[src/rtl/if_fetch_buf.sv]
// Instruction-fetch stage: issues PC-addressed reads and tags in-order responses with their address.
// Responses are buffered in a small FIFO for decode; a jump flushes the FIFO and drops in-flight reads.

module if_fetch_buf_chk #(
  parameter int DEPTH = 4,
  parameter int CW    = 3
) (
  input logic          clk,
  input logic          rst,
  input logic          jump_i,
  input logic          pc_stall_i,
  input logic          rvalid_i,
  input logic [CW-1:0] cnt_i,
  input logic [CW-1:0] pend_i,
  input logic [CW-1:0] drop_i
);
  a_rvalid_outstanding: assert property (@(posedge clk) disable iff (rst)
    !(rvalid_i && (pend_i == '0) && (drop_i == '0)));

  a_occupancy: assert property (@(posedge clk) disable iff (rst)
    ((CW + 2)'(cnt_i) + (CW + 2)'(pend_i) + (CW + 2)'(drop_i)) <= (CW + 2)'(DEPTH));

  a_no_stall_on_jump: assert property (@(posedge clk) disable iff (rst)
    !(jump_i && pc_stall_i));
endmodule

module if_fetch_buf #(
  parameter int DEPTH = 4,
  parameter int AW    = 32,
  parameter int DW    = 32
) (
  input  logic          clk,
  input  logic          rst,
  input  logic [AW-1:0] pc_i,
  input  logic          jump_i,
  output logic          pc_stall_o,
  output logic          imem_req_o,
  output logic [AW-1:0] imem_addr_o,
  input  logic          imem_gnt_i,
  input  logic          imem_rvalid_i,
  input  logic [DW-1:0] imem_rdata_i,
  output logic          inst_valid_o,
  output logic [DW-1:0] inst_o,
  output logic [AW-1:0] inst_addr_o,
  input  logic          inst_ready_i
);
  localparam int PW = $clog2(DEPTH);
  localparam int CW = PW + 1;
  localparam int SW = CW + 2;

  logic [DW-1:0] fifo_data_q [DEPTH];
  logic [AW-1:0] fifo_addr_q [DEPTH];
  logic [AW-1:0] aq_addr_q   [DEPTH];

  logic [PW-1:0] fifo_rd_q, fifo_rd_d, fifo_wr_q, fifo_wr_d;
  logic [PW-1:0] aq_rd_q, aq_rd_d, aq_wr_q, aq_wr_d;
  logic [CW-1:0] cnt_q, cnt_d, pend_q, pend_d, drop_q, drop_d;

  logic [SW-1:0] occ_s;
  logic          req_s, acc_s, rv_drop_s, rv_take_s, rv_any_s, valid_s, pop_s;

  // Handshake decode; a jump suppresses both the new request and the decode pop
  always_comb begin
    occ_s     = SW'(cnt_q) + SW'(pend_q) + SW'(drop_q);
    req_s     = ~rst & ~jump_i & (occ_s < SW'(DEPTH));
    acc_s     = req_s & imem_gnt_i;
    rv_drop_s = imem_rvalid_i & (drop_q != '0);
    rv_take_s = imem_rvalid_i & (drop_q == '0) & (pend_q != '0);
    rv_any_s  = rv_drop_s | rv_take_s;
    valid_s   = ~rst & ~jump_i & (cnt_q != '0);
    pop_s     = valid_s & inst_ready_i;
  end

  // Next-state for pointers and counters
  always_comb begin
    fifo_rd_d = fifo_rd_q;
    fifo_wr_d = fifo_wr_q;
    aq_rd_d   = aq_rd_q;
    aq_wr_d   = aq_wr_q;
    cnt_d     = cnt_q;
    pend_d    = pend_q;
    drop_d    = drop_q;
    if (jump_i) begin
      // Everything still owed by memory becomes a drop; a response this cycle settles one of them
      fifo_rd_d = '0;
      fifo_wr_d = '0;
      aq_rd_d   = '0;
      aq_wr_d   = '0;
      cnt_d     = '0;
      pend_d    = '0;
      drop_d    = drop_q + pend_q - CW'(rv_any_s);
    end else begin
      aq_wr_d   = aq_wr_q + PW'(acc_s);
      aq_rd_d   = aq_rd_q + PW'(rv_take_s);
      fifo_wr_d = fifo_wr_q + PW'(rv_take_s);
      fifo_rd_d = fifo_rd_q + PW'(pop_s);
      pend_d    = pend_q + CW'(acc_s) - CW'(rv_take_s);
      cnt_d     = cnt_q + CW'(rv_take_s) - CW'(pop_s);
      drop_d    = drop_q - CW'(rv_drop_s);
    end
  end

  // State register
  always_ff @(posedge clk or posedge rst) begin
    if (rst) begin
      fifo_rd_q <= '0;
      fifo_wr_q <= '0;
      aq_rd_q   <= '0;
      aq_wr_q   <= '0;
      cnt_q     <= '0;
      pend_q    <= '0;
      drop_q    <= '0;
    end else begin
      fifo_rd_q <= fifo_rd_d;
      fifo_wr_q <= fifo_wr_d;
      aq_rd_q   <= aq_rd_d;
      aq_wr_q   <= aq_wr_d;
      cnt_q     <= cnt_d;
      pend_q    <= pend_d;
      drop_q    <= drop_d;
    end
  end

  // Storage arrays; visibility is governed by the counters, so contents need no reset
  always_ff @(posedge clk) begin
    if (acc_s) begin
      aq_addr_q[aq_wr_q] <= pc_i;
    end
    if (rv_take_s & ~jump_i) begin
      fifo_data_q[fifo_wr_q] <= imem_rdata_i;
      fifo_addr_q[fifo_wr_q] <= aq_addr_q[aq_rd_q];
    end
  end

  assign imem_req_o   = req_s;
  assign imem_addr_o  = pc_i;
  assign pc_stall_o   = rst | (~jump_i & ~acc_s);
  assign inst_valid_o = valid_s;
  assign inst_o       = fifo_data_q[fifo_rd_q];
  assign inst_addr_o  = fifo_addr_q[fifo_rd_q];

  if_fetch_buf_chk #(.DEPTH(DEPTH), .CW(CW)) u_chk (
    .clk        (clk),
    .rst        (rst),
    .jump_i     (jump_i),
    .pc_stall_i (pc_stall_o),
    .rvalid_i   (imem_rvalid_i),
    .cnt_i      (cnt_q),
    .pend_i     (pend_q),
    .drop_i     (drop_q)
  );
endmodule

[config.mk]
export PLATFORM = sky130hd
export DESIGN_NAME = if_fetch_buf
export DESIGN_NICKNAME = d
export VERILOG_FILES = /design/src/rtl/if_fetch_buf.sv
export SDC_FILE = /design/constraint.sdc
export NUM_CORES = 1
export LEC_CHECK = 0
export BUFFER_PORTS_ARGS = -buffer_cell sky130_fd_sc_hd__buf_2
export CORE_ASPECT_RATIO = 1.25
export CORE_MARGIN = 3
export CORE_UTILIZATION = 45
export CTS_CLUSTER_SIZE = 16
export DETAILED_ROUTE_END_ITERATION = 10
export SLEW_MARGIN = 20
export SYNTH_ARGS = -nofsm -noshare
export SYNTH_HDL_FRONTEND = slang
export SYNTH_SLANG_ARGS = --single-unit
[constraint.sdc]
create_clock -name clk -period 15.57 [get_ports clk]
set_input_delay 3.114 -clock clk [delete_from_list [all_inputs] [get_ports clk]]
set_output_delay 3.114 -clock clk [all_outputs]
set_load 0.05 [all_outputs]
### Word-level counts from Yosys, hierarchy flattened

Memories as Yosys holds them, arrays and structs flattened.
Index checks and enable logic that the tools add are counted.

| storage, ports and cells | value |
|---|---|
| memories kept | 3 |
| bits in registers | 17 |
| logic and storage cells | 54 |
| memory bits (writable) | 384 |
| input bits | 70 |
| output and inout port bits | 99 |

Memory list:

| memory | words | bits a word | rd ports | clocked after Yosys merged registers in | write ports | RTL line | source |
|---|---|---|---|---|---|---|---|
| aq_addr_q | 4 | 32 | 1 | 0 | 1 | 53 | `logic [AW-1:0] aq_addr_q [DEPTH];` |
| fifo_addr_q | 4 | 32 | 1 | 0 | 1 | 52 | `logic [AW-1:0] fifo_addr_q [DEPTH];` |
| fifo_data_q | 4 | 32 | 1 | 0 | 1 | 51 | `logic [DW-1:0] fifo_data_q [DEPTH];` |

| operators by class | value |
|---|---|
| reductions and logical operators | 4 |
| mux-type cells | 11 |
| add/sub/neg operators | 13 |
| order comparisons | 1 |
| bitwise operators | 15 |

Operator list:

| kind | count |
|---|---|
| subtractor 3 x 1 -> 3 bit | 4 |
| bitwise AND 1 bit | 10 |
| two-way mux 3 bit | 3 |
| nonzero test 3 bit | 3 |
| adder 2 x 1 -> 2 bit | 4 |
| two-way mux 2 bit | 4 |
| adder 3 x 1 -> 3 bit | 2 |
| adder 4 x 3 -> 5 bit | 1 |
| less-than comparator 5 x 3 -> 1 bit, second input constant | 1 |
| adder 3 x 3 -> 4 bit | 1 |
| two-way mux 1 bit | 4 |
| adder 3 bit | 1 |
| logical NOT 3 bit | 1 |
| NOT 1 bit | 3 |
| OR 1 bit | 2 |

### Depth between registers and ports, before layout

| depth | value |
|---|---|
| depth in word-level cells | 8 |
| depth in mapped cells | 14 |
| gate-level depth less buffers | 14 |

### Worst setup path after synthesis

No wires, ideal clock.

| timing path | value |
|---|---|
| path kind | input to register |
| from | in jump_i |
| to | mem fifo_addr_q[2][0], enable pin |
| setup time | 0.666 ns |
| arrival | 10.140 ns |
| buffers on the path | 2 |
| cell stages on the path | 3 |
| required time | 14.904 ns |
| setup slack | 4.764 ns |
| path through | clkbuf_1 -> buf_2 -> nor4b_1 |

| on the way | value |
|---|---|
| longest elaborated chain between the ends | 4 |

Ends and longest elaborated chain:

| item | RTL line | source |
|---|---|---|
| start, declared | 35 | `input logic jump_i,` |
| NOT 1 bit | 129 | `if (rv_take_s & ~jump_i) begin` |
| bitwise AND 1 bit | 129 |  |
| two-way mux 1 bit | 129 |  |
| two-way mux 1 bit (not written as such) | 131 | `fifo_addr_q[fifo_wr_q] <= aq_addr_q[aq_rd_q];` |
| end, declared | 52 |  |

No other way between the ends.

### Worst setup path after layout

| timing path | value |
|---|---|
| from | in rst |
| to | out pc_stall_o |

| on the way | value |
|---|---|
| longest elaborated chain between the ends | 7 |

Ends and longest elaborated chain:

| item | RTL line | source |
|---|---|---|
| start, declared | 33 | `input logic rst,` |
| NOT 1 bit | 65 | `req_s = ~rst & ~jump_i & (occ_s < SW'(DEPTH));` |
| bitwise AND 1 bit (2 in series) | 65 |  |
| bitwise AND 1 bit | 66 | `acc_s = req_s & imem_gnt_i;` |
| NOT 1 bit | 137 | `assign pc_stall_o = rst \| (~jump_i & ~acc_s);` |
| bitwise AND 1 bit | 137 |  |
| OR 1 bit (*) | 137 |  |
| end, declared | 36 | `output logic pc_stall_o,` |

Mark *: on every way between the ends. The rest lies on a longest branch, timed or not.

==> metrics.txt <==
die extent in x=171.2 microns; critical path's top delay family=buffers and inverters; largest net degree at the start of global routing=66; n_diodes=0; Area Growth Syn to Fin=15.24%; Avg Inst Size Synth=roughly 24 sq um; Sum Neg Setup Slack=0 ns; Synth cell types=35; area post-placement=16,450 sq um; critical setup path kind=in -> out; Setup crit end=pc_stall_o; Critical Path Start=rst; I/O pins=169; pre-CTS setup slack=just over 8 ns; max_slew headroom=0.3097; H-tree depth=2; drt wl/cell=21.36 microns; CP Depth=4; Routability Congestion=0.7377; # Post-CTS Setup Buffers=0; die height=212.5 microns; DP HPWL=approximately 16,000 microns; Crit path arrival time=4.08 ns; leakage=5.874 nW; Switching Share=0.2184; CTS max path bufs=3; most common cell after layout, fill and taps aside=edfxtp_1; Syn Inst Count=around 650; area of the multi-input gates=2955 sq um; Port Buffer Count=168; Power Density=130.5 nW/um^2; share of layout cells above drive strength 1=0.4182; DR vias/cell=5.302; Ys Warns=0; Tcrit/Tclk final=0.4621; register area share after synthesis=0.7786; Hold Path Class=reg -> reg; Comb pwr share=0.077; synthesized cell area=around 15,000 sq um; # hold bufs at CTS=0; TritonCTS buffer count=40; cts repair resizes=0; detailed-route via count=approximately 6,700; Mapped Nets=744; RSZ-0062 raised after global routing=no; R2R setup slack=about 12 ns; status=complete, no violations; max-slew violation count=0; Hold Vio Cnt, Final=0; number of core rows=75; Worst Path Max Fanout=18; CP bufs+invs=3; worst clock skew=0.01312 ns; CTS root buffer=clkbuf_16; grt peak-use layer=met2; final net count=908; clock slew at reported path FFs=0.05 ns; P_sw=0.5042 mW; Synth Register Bits=401; 1st-iter DRT viols=411; CP startpoint kind=input pin; crit-path most repeated cell=buf_2; CP max stage delay=0.53 ns; fin cells=1,267; R2R Path End=aq_addr_q[3][3]; final instance area=between 15,000 and 20,000 sq um; Sequential Power Share=0.528; Worst Setup End Kind=output port; DRC viols=0; Worst R2R Path Depth=8; M3 GR Usage=0.02957; DR pass1 iterations=6; die area=36,390 sq um; Slowest cell on crit path=inv_1; met1 Use GR=0.1744; peak supply drop=0.1041 mV; slew at the pin closest to its max-slew limit=between 1 and 1.5 ns; commonest non-fill, non-tap cells in the layout=edfxtp_1, buf_2, mux4_2; hold depth=2; antenna violation net count after detailed routing=0; worst skew pair latency=0.52 ns; CP Cell Sequence=buf_2, inv_1, a2bb2oi_2, buf_2; clock network fraction of total power=0.395; Finished Core Util=0.5268; Hold Slack=0.6393 ns; initial antenna violation count=0; effective utilization at floorplan=0.4571; final setup margin=between 8 and 9 ns; Sequential Area=11,970 sq um; Final Routed Wirelength=27,060 microns; Final min period=7.195 ns; reg2reg start=pend_q[1]; overall power=2.309 mW; GRT Resource Usage Total=0.1510; clock sink count=401; clock tree from TritonCTS=done; grt met2 use=0.2834; vias in the first global route=7,376; grt ovf=0; global-route wire length before repair=between 40,000 and 50,000 microns; Internal Power=about 1.8 mW; Critical Path RT=12.46 ns; max cap viols=0; filler cell count=between 2,000 and 3,000; core area=33,590 sq um; placed insts=between 1,000 and 1,500; fmax=139.0 MHz; Setup violations, final=0
==> worst min-delay path by stage <==
stage                         start   endpoint  slack (ns)
final                     drop_q[2]  drop_q[2]        0.64
after global routing      drop_q[2]  drop_q[2]        0.67
after CTS                 drop_q[2]  drop_q[2]        0.64
after detailed placement  drop_q[2]  drop_q[2]        0.63
after global placement    drop_q[2]  drop_q[2]        0.59
after floorplan           drop_q[2]  drop_q[2]        0.56
==> power by group through the flow <==
stage	registers, mW	clock network, mW	logic (mW)
final	1.22	0.913	0.178
after global routing	1.22	0.982	0.195
after CTS	1.22	0.940	0.181
after detailed placement	1.24	0	0.180
after global placement	1.24	0	0.171
after floorplan	1.24	0	0.135
==> cell usage after synthesis <==
master	instances	area [sq um]
edfxtp_1	384	11530
mux4_2	96	2162
buf_4	32	240.2
inv_1	19	71.32
dfrtp_1	17	425.4
ha_1	15	187.7
buf_2	12	60.06
nor2_1	12	45.04
buf_6	10	112.6
nor2b_1	8	50.05
xnor2_1	8	70.07
fa_1	6	120.1
nor3_1	5	25.02
clkbuf_1	3	11.26
nand2_1	3	11.26
nor4_1	3	18.77
nor4b_1	2	17.52
a21boi_0	1	7.510
a21oi_1	1	5.000
a21oi_2	1	8.760
a2bb2oi_2	1	15.01
and2_1	1	6.260
and2b_2	1	8.760
mux2i_1	1	10.01
nand2b_1	1	6.260
nand3b_2	1	11.26
nor3_2	1	10.01
nor3b_2	1	12.51
nor4b_2	1	15.01
o21ai_0	1	5.000
o221ai_4	1	26.28
or2_1	1	6.260
or3b_4	1	11.26
xor2_1	1	8.760
xor3_1	1	23.77
==> logic make-up (layout without fill, tap and decap cells) <==
| group | Yosys count | count (layout) | synth area share |
|---|---|---|---|
| flip-flops | 401 | 401 | 0.7786 |
| multiplexers | 97 | 97 | 0.1414 |
| buffers and inverters | 76 | 267 | 0.03226 |
| AND/OR/NAND/NOR | 42 | 42 | 0.01662 |
| adder cells (fa/ha/maj) | 21 | 21 | 0.02004 |
| XOR/XNOR | 10 | 10 | 0.006681 |
| AO/OA/AOI/OAI | 6 | 6 | 0.004399 |
==> tightest hold or removal path: stages (launching register included) <==
cell	delay (ns)
dfrtp_1	0.40
inv_1	0.11
xnor2_1	0.09
==> layer usage <==
metal	vias up	share of wire	routed length, microns
li1	2981	-	-
met1	3517	0.37	10040
met2	174	0.56	15030
met3	46	0.051	1370
met4	0	0.023	622
met5	-	0	0
==> cell type report <==
| cell class | count | share of cell area |
|---|---|---|
| repair buffers | 179 | 0.05239 |
| clock inverters | 23 | 0.01152 |
| well taps | 423 | 0.02990 |
| inverters | 19 | 0.004030 |
| clock buffers | 46 | 0.05903 |
| multi-input cells | 176 | 0.1670 |
| flip-flops and latches | 401 | 0.6761 |
==> flip-flops by register name (all words and copies together), names as in the netlist <==
| register | flops |
|---|---|
| aq_wr_q | 2 |
| fifo_wr_q | 2 |
| drop_q | 3 |
| aq_rd_q | 2 |
| fifo_addr_q | 128 |
| fifo_rd_q | 2 |
| aq_addr_q | 128 |
| cnt_q | 3 |
| pend_q | 3 |
| fifo_data_q | 128 |
(Power assumes the default switching activity.)
